<file path="config.mk">
export PLATFORM = sky130hd
export DESIGN_NAME = dmni_br_rx_queue
export DESIGN_NICKNAME = d
export VERILOG_FILES = /design/src/rtl/dmni_br_rx_queue.sv
export SDC_FILE = /design/constraint.sdc
export NUM_CORES = 1
export LEC_CHECK = 0
export ABC_AREA = 1
export CORE_MARGIN = 3
export CORE_UTILIZATION = 50
export CTS_BUF_LIST = sky130_fd_sc_hd__clkbuf_16
export DETAILED_ROUTE_END_ITERATION = 10
export PLACE_DENSITY = 0.68
export RECOVER_POWER = 50
export SETUP_SLACK_MARGIN = 0.3
export SLEW_MARGIN = 25
export SYNTH_ARGS = -nofsm -noshare
export SYNTH_HDL_FRONTEND = slang
export SYNTH_SLANG_ARGS = --single-unit
</file>
<file path="constraint.sdc">
create_clock -name clk_i -period 11.5 [get_ports clk_i]
set_input_delay 2.3 -clock clk_i [delete_from_list [all_inputs] [get_ports clk_i]]
set_output_delay 2.3 -clock clk_i [all_outputs]
set_load 0.01 [all_outputs]
</file>
<file path="src/rtl/dmni_br_rx_queue.sv">
// BrLite broadcast receive queue: splits incoming entries by ksvc class into a
// lossless service FIFO (backpressured) and a lossy monitor FIFO with a drop counter.
module dmni_br_rx_queue #(
  parameter int unsigned           PAYLOAD_SIZE  = 16,
  parameter int unsigned           SEQ_SIZE      = 16,
  parameter int unsigned           KSVC_SIZE     = 4,
  parameter int unsigned           SVC_DEPTH     = 8,
  parameter int unsigned           MON_DEPTH     = 16,
  parameter logic [KSVC_SIZE-1:0]  MON_KSVC_MIN  = 'h8,
  parameter int unsigned           MON_THRESHOLD = 8,
  parameter int unsigned           DROP_CNT_SIZE = 16
) (
  input  logic                             clk_i,
  input  logic                             rst_ni,
  input  logic                             rx_valid_i,
  output logic                             rx_ready_o,
  input  logic [PAYLOAD_SIZE-1:0]          rx_payload_i,
  input  logic [SEQ_SIZE-1:0]              rx_seq_source_i,
  input  logic [KSVC_SIZE-1:0]             rx_ksvc_i,
  output logic                             svc_empty_o,
  output logic [PAYLOAD_SIZE-1:0]          svc_payload_o,
  output logic [SEQ_SIZE-1:0]              svc_seq_source_o,
  output logic [KSVC_SIZE-1:0]             svc_ksvc_o,
  input  logic                             svc_pop_i,
  output logic [$clog2(SVC_DEPTH+1)-1:0]   svc_cnt_o,
  output logic                             mon_empty_o,
  output logic [PAYLOAD_SIZE-1:0]          mon_payload_o,
  output logic [SEQ_SIZE-1:0]              mon_seq_source_o,
  output logic [KSVC_SIZE-1:0]             mon_ksvc_o,
  input  logic                             mon_pop_i,
  output logic [$clog2(MON_DEPTH+1)-1:0]   mon_cnt_o,
  output logic [DROP_CNT_SIZE-1:0]         mon_drop_cnt_o,
  input  logic                             drop_clr_i,
  output logic                             irq_svc_o,
  output logic                             irq_mon_o
);

  localparam int unsigned ENTRY_W = PAYLOAD_SIZE + SEQ_SIZE + KSVC_SIZE;
  localparam int unsigned SVC_AW  = $clog2(SVC_DEPTH);
  localparam int unsigned SVC_CW  = $clog2(SVC_DEPTH + 1);
  localparam int unsigned MON_AW  = $clog2(MON_DEPTH);
  localparam int unsigned MON_CW  = $clog2(MON_DEPTH + 1);
  localparam logic [SVC_CW-1:0] SVC_FULL_CNT = SVC_CW'(SVC_DEPTH);
  localparam logic [MON_CW-1:0] MON_FULL_CNT = MON_CW'(MON_DEPTH);
  localparam logic [MON_CW-1:0] MON_IRQ_CNT  = MON_CW'(MON_THRESHOLD);

  logic [ENTRY_W-1:0] rx_entry;
  logic               is_mon;

  logic [ENTRY_W-1:0] svc_mem [SVC_DEPTH];
  logic [SVC_AW-1:0]  svc_wr, svc_rd;
  logic [SVC_CW-1:0]  svc_cnt;
  logic               svc_full, svc_empty, svc_push, svc_pop;
  logic [ENTRY_W-1:0] svc_head;

  logic [ENTRY_W-1:0] mon_mem [MON_DEPTH];
  logic [MON_AW-1:0]  mon_wr, mon_rd;
  logic [MON_CW-1:0]  mon_cnt;
  logic               mon_full, mon_empty, mon_in, mon_push, mon_pop, mon_drop;
  logic [ENTRY_W-1:0] mon_head;

  logic [DROP_CNT_SIZE-1:0] drop_cnt;

  assign rx_entry = {rx_payload_i, rx_seq_source_i, rx_ksvc_i};
  assign is_mon   = (rx_ksvc_i >= MON_KSVC_MIN);

  assign svc_full  = (svc_cnt == SVC_FULL_CNT);
  assign svc_empty = (svc_cnt == '0);
  assign svc_push  = rx_valid_i && !is_mon && !svc_full;
  assign svc_pop   = svc_pop_i && !svc_empty;

  // A full monitor FIFO still takes the new entry when the head leaves in the same cycle.
  assign mon_full  = (mon_cnt == MON_FULL_CNT);
  assign mon_empty = (mon_cnt == '0);
  assign mon_in    = rx_valid_i && is_mon;
  assign mon_pop   = mon_pop_i && !mon_empty;
  assign mon_push  = mon_in && (!mon_full || mon_pop);
  assign mon_drop  = mon_in && mon_full && !mon_pop;

  assign rx_ready_o = is_mon || !svc_full;

  always_ff @(posedge clk_i) begin
    if (rst_ni && svc_push) svc_mem[svc_wr] <= rx_entry;
    if (rst_ni && mon_push) mon_mem[mon_wr] <= rx_entry;
  end

  always_ff @(posedge clk_i) begin
    if (!rst_ni) begin
      svc_wr  <= '0;
      svc_rd  <= '0;
      svc_cnt <= '0;
    end else begin
      if (svc_push) svc_wr <= svc_wr + SVC_AW'(1);
      if (svc_pop)  svc_rd <= svc_rd + SVC_AW'(1);
      if (svc_push && !svc_pop)      svc_cnt <= svc_cnt + SVC_CW'(1);
      else if (!svc_push && svc_pop) svc_cnt <= svc_cnt - SVC_CW'(1);
    end
  end

  always_ff @(posedge clk_i) begin
    if (!rst_ni) begin
      mon_wr  <= '0;
      mon_rd  <= '0;
      mon_cnt <= '0;
    end else begin
      if (mon_push) mon_wr <= mon_wr + MON_AW'(1);
      if (mon_pop)  mon_rd <= mon_rd + MON_AW'(1);
      if (mon_push && !mon_pop)      mon_cnt <= mon_cnt + MON_CW'(1);
      else if (!mon_push && mon_pop) mon_cnt <= mon_cnt - MON_CW'(1);
    end
  end

  always_ff @(posedge clk_i) begin
    if (!rst_ni) begin
      drop_cnt <= '0;
    end else if (drop_clr_i) begin
      drop_cnt <= mon_drop ? DROP_CNT_SIZE'(1) : '0;
    end else if (mon_drop && (drop_cnt != '1)) begin
      drop_cnt <= drop_cnt + DROP_CNT_SIZE'(1);
    end
  end

  assign svc_head = svc_empty ? '0 : svc_mem[svc_rd];
  assign mon_head = mon_empty ? '0 : mon_mem[mon_rd];

  assign svc_payload_o    = svc_head[ENTRY_W-1 -: PAYLOAD_SIZE];
  assign svc_seq_source_o = svc_head[KSVC_SIZE +: SEQ_SIZE];
  assign svc_ksvc_o       = svc_head[0 +: KSVC_SIZE];
  assign svc_cnt_o        = svc_cnt;
  assign svc_empty_o      = svc_empty;

  assign mon_payload_o    = mon_head[ENTRY_W-1 -: PAYLOAD_SIZE];
  assign mon_seq_source_o = mon_head[KSVC_SIZE +: SEQ_SIZE];
  assign mon_ksvc_o       = mon_head[0 +: KSVC_SIZE];
  assign mon_cnt_o        = mon_cnt;
  assign mon_empty_o      = mon_empty;

  assign mon_drop_cnt_o = drop_cnt;
  assign irq_svc_o      = !svc_empty;
  assign irq_mon_o      = (mon_cnt >= MON_IRQ_CNT);

endmodule

</file>
# == Yosys cells after proc, flatten, opt, wreduce, memory -nomap -nowiden ==
# Memories as Yosys holds them, arrays and structs flattened. A register that Yosys moved wholly into a read port is not among the register bits.
# Index checks and enable logic that the tools add are counted.
# classes
add_sub_neg,9
n_lt_le_gt_ge,2
eq_ne,3
n_mux,17
reduce_logical,31
# ops
operator,n
$mux W36,2
$mux W16,2
$add A16 B1 Y16 const B,1
$mux W4,4
$ne A16 B16 Y1 const B,1
$logic_and A1 B1 Y1,15
$add A4 B1 Y4 const B,3
$mux W5,2
$logic_not A1 Y1,9
$add A3 B1 Y3 const B,2
$mux W3,2
$reduce_bool A2 Y1,3
$add A5 B1 Y5 const B,1
$eq A5 B5 Y1 const B,1
$ge A5 B4 Y1 const B,1
$logic_not A5 Y1,1
$mux W1,5
$sub A5 B1 Y5 const B,1
$eq A4 B4 Y1 const B,1
$ge A4 B4 Y1 const B,1
$logic_not A4 Y1,1
$sub A4 B1 Y4 const B,1
$logic_or A1 B1 Y1,2
# totals
ff_bits,39
mem_bits_rw,864
in_bits,42
out_inout_bits,102
wordCells,71
n_memories,2
# memory_table
name,depth,word_bits,read_ports,rd_ports_with_merged_regs,wr,line,source
mon_mem,16,36,1,1,1,56,logic [ENTRY_W-1:0] mon_mem [MON_DEPTH];
svc_mem,8,36,1,1,1,50,logic [ENTRY_W-1:0] svc_mem [SVC_DEPTH];

# == Longest topological paths before layout ==
# logic_depth
word_depth,9
depth_mapped,14
ltp_nobuf,14

# == Least setup slack after synthesis ==
# Ideal clock, no wire load.
# synth_timing
kind,input -> register
startpoint,input rx_ksvc_i[3]
endpoint,"memory svc_mem[0][0] (netlist bit), enable pin"
setup_time_ns,0.519
t_arrival_ns,5.996
required_time_ns,10.981
slack_ns,4.985
stages,3
path_buffers,0
path_cell_list,inv_1 > nand3_1 > nor4_1
# synth_via
elab_chain_len,7
# synth_lines
item,line,source
"start, declared",19,"input logic [KSVC_SIZE-1:0] rx_ksvc_i,"
$ge A4 B4 Y1,65,assign is_mon = (rx_ksvc_i >= MON_KSVC_MIN);
$logic_not A1 Y1,69,assign svc_push = rx_valid_i && !is_mon && !svc_full;
$logic_and A1 B1 Y1 (2 in series),69,
$logic_and A1 B1 Y1,83,if (rst_ni && svc_push) svc_mem[svc_wr] <= rx_entry;
$mux W1,83,
$mux W1 (implied by the code),83,
"end, declared",50,
# No other way between the ends.

==> impl_metrics.csv <==
group,metric,value,unit
logic_synthesis,synth_top_area_cell,"edfxtp_1",
timing,setup-violations-final,0,
setup_path,crit_path_max_fanout,69,
grt,grt_pass1_wl,139,mm
timing,fin_ws,4.78,ns
setup_path,crit_path_end_kind,"output pin",
pwr,leakage,0.0147,µW
pwr,ir_drop,0.163,mV
setup_path,cp_slowest_cell,"dfxtp_4",
logic_synthesis,synthArstFlopShare,0,%
die,die-area,0.0769,mm²
setup_path,critPathRequiredTime,9.20,ns
clocking,clk_pin_slew_worst_paths,0.06,ns
clocking,cts_hold_buffers,0,
worst_hold_path,hp-class,"flip-flop to flip-flop",
outcome,status,"finished, violations left",
grt,overflow,0,
logic_synthesis,synth_area_leaders,"edfxtp_1, nand2_1, nand3_1",
setup_path,path_class,"flip-flop to output pin",
detailed_routing,ant_nets,0,
grt,grt_max_degree,289,
die,pin_count,144,
job,cap_violations,2,
logic_synthesis,synth_top_family_by_area,"simple AND/OR/NAND/NOR gates",
placed_design,dp_hpwl,44.6,mm
timing,max_freq,149,MHz
logic_synthesis,yosysUniqueCellTypes,31,
clocking,cts_tree,"built",
detailed_routing,wl,90.9,mm
layout,final_cell_mix,"edfxtp_1, nand2_1, nand3_1",
logic_synthesis,synthMuxAreaShare,0,%
timing,rsz0062_at_grt,"false",
placed_design,pre_cts_slack,5.03,ns
logic_synthesis,avgSynthCellArea,11.8,µm²
timing,fin_crit_sh,58.5,%
grt,grt_pass1_vias,24300,
logic_synthesis,synth_seq_cells,910,
placed_design,routabilityCongestion,0.780,
logic_synthesis,synth.top_cell.area_share,70.5,%
clocking,clock_latency,0.64,ns
logic_synthesis,synthXorXnorAreaFrac,0.238,%
detailed_routing,wire_per_inst,21.4,µm
detailed_routing,avgViaCountPerCell,5.74,
timing,report.final.slew_viol_count,74,
layout,fin_util,58.2,%
detailed_routing,drc_errors,0,
detailed_routing,first_pass_iters,5,
clocking,cts-root-buf,"clkbuf_16",
logic_synthesis,yosys_warnings,0,
timing,worst_pin_slew,2.86,ns
timing,fin_tns_setup,0,ns
placed_design,port_buffers,143,
layout,area_delta_synth_final,14.2,%
setup_path,crit_arrival,4.42,ns
timing,hold_viol_final,0,
die,core-area,0.0722,mm²
timing,relSlewSlack,-90.4,%
clocking,cts.sinks,910,
setup_path,slowest_delay,0.85,ns
logic_synthesis,synth_edf_count,864,
logic_synthesis,netlist_instances,3128,
setup_path,start_kind,"flip-flop",
outcome,violations,"capacitance limit, slew limit",
layout,fin_nets,3279,
logic_synthesis,synthAdderAreaFrac,0.618,%
grt,grt_util_all_layers,23.3,%
grt,antenna_found_initial,2,
logic_synthesis,synth-simple-area-share,18.6,%
die,initial_core_util,51.0,%
logic_synthesis,synth_compound_area_share,4.55,%
timing,period_needed,6.72,ns
clocking,cts_resized,0,
setup_path,crit_top_cell,"nand2_1",
layout,layout_commonest_cell,"edfxtp_1",
detailed_routing,vias,24300,
logic_synthesis,syn_nets,3187,
die,rows,98,
timing,finClkSkew,0.0220,ns
setup_path,crit_buf_inv,3,
pwr,power_density,216,mW/mm²
setup_path,crit_family,"buffers and inverters",
clocking,ctsHtreeMaxLevel,3,
logic_synthesis,ys.flop_type,"edfxtp_1",
layout,drive_above_1_share,6.35,%
timing,hold_slack,0.482,ns
die,die_x,277,µm
clocking,post_cts_buffers,0,
die,dieHeight,277,µm
clocking,cts-buffers-inserted,90,
setup_path,crit_chain,"buf_4 > buf_4 > nand2_1 > nand3_1 > nand3_1 > nand2_1 > nand2_1 > a21oi_1 > clkdlybuf4s50_1",
detailed_routing,drt_iter0_drc,2477,
clocking,cts_max_path_buffers,3,
logic_synthesis,seq_area_frac_synth,73.0,%
logic_synthesis,synthesis.area,0.0368,mm²
-- Yosys cell counts (5+ instances only) --
library cell  count
edfxtp_1        864
nand2_1         801
nand3_1         473
nor2_1          348
o21ai_0         188
a21oi_1          66
clkbuf_1         65
buf_2            57
inv_1            47
dfxtp_1          46
o32ai_1          36
buf_4            33
buf_1            27
o21ai_1          16
ha_1             15
xor2_1            9
nand4_1           7
inv_2             6
nor3_1            5
-- metal layers --
| layer | track usage [%] | wire [µm] |
|---|---|---|
| met1 | 30.3 | 35900 |
| met2 | 39.0 | 44900 |
| met3 | 4.39 | 7340 |
| met4 | 8.85 | 2750 |
| met5 | 0 | 0 |
-- power by group --
part | switching (µW) | internal, µW
clock | 1210 | 1730
sequential | 140 | 3680
combinational | 1450 | 872
-- sequential cells by signal (all words and copies together) (netlist names), named ones only --
name and count:
mon_drop_cnt_o 16, mon_wr 4, svc_rd 3, svc_wr 3, svc_mem 288, mon_mem 576, mon_rd 4, mon_cnt_o 5
svc_cnt_o 4
-- kinds of logic after synthesis --
family,Yosys count
adder cells (fa/ha/maj),17
AND/OR/NAND/NOR,1644
XOR/XNOR,10
flip-flops,910
AO/OA/AOI/OAI,307
buffers and inverters,240
-- worst register-to-register path: cells and delay by family (launching register included) --
kind	cells	cell delay [ns]
buf+inv	1	2.04
simple gates	4	0.62
flops	1	0.44
-- stage by stage --
stage          area (µm²)  cells  power, µW
6_report            42000   4243       9090
5_1_grt             42000   4243       9540
4_1_cts             42100   4242       9160
3_3_place_gp        39000   4077       6170
2_1_floorplan       36800   3128       5270
3_5_place_dp        39100   4078       6230
-- cell type report --
type                    instances  area, µm²
inverters                      57        248
repair buffers                183       1740
flip-flops and latches        910      26900
clock buffers                  93       2330
clock inverters                71        646
diodes                          1       2.50
well taps                     950       1190
fillers                      5578      30200
multi-input cells            1978       8990
-- worst paths after layout --
check | startpoint | end | slack (ns) | cells after the start
max | flip-flop | mon_payload_o[14] | 4.78 | 9
min | svc_rd[2] | svc_rd[2] | 0.48 | 2
max reg2reg | svc_cnt_o[0] | svc_mem[4][25] | 7.91 | 5
min reg2reg | svc_rd[2] | svc_rd[2] | 0.48 | 2
Note: power is estimated with default switching activity, not from simulation.
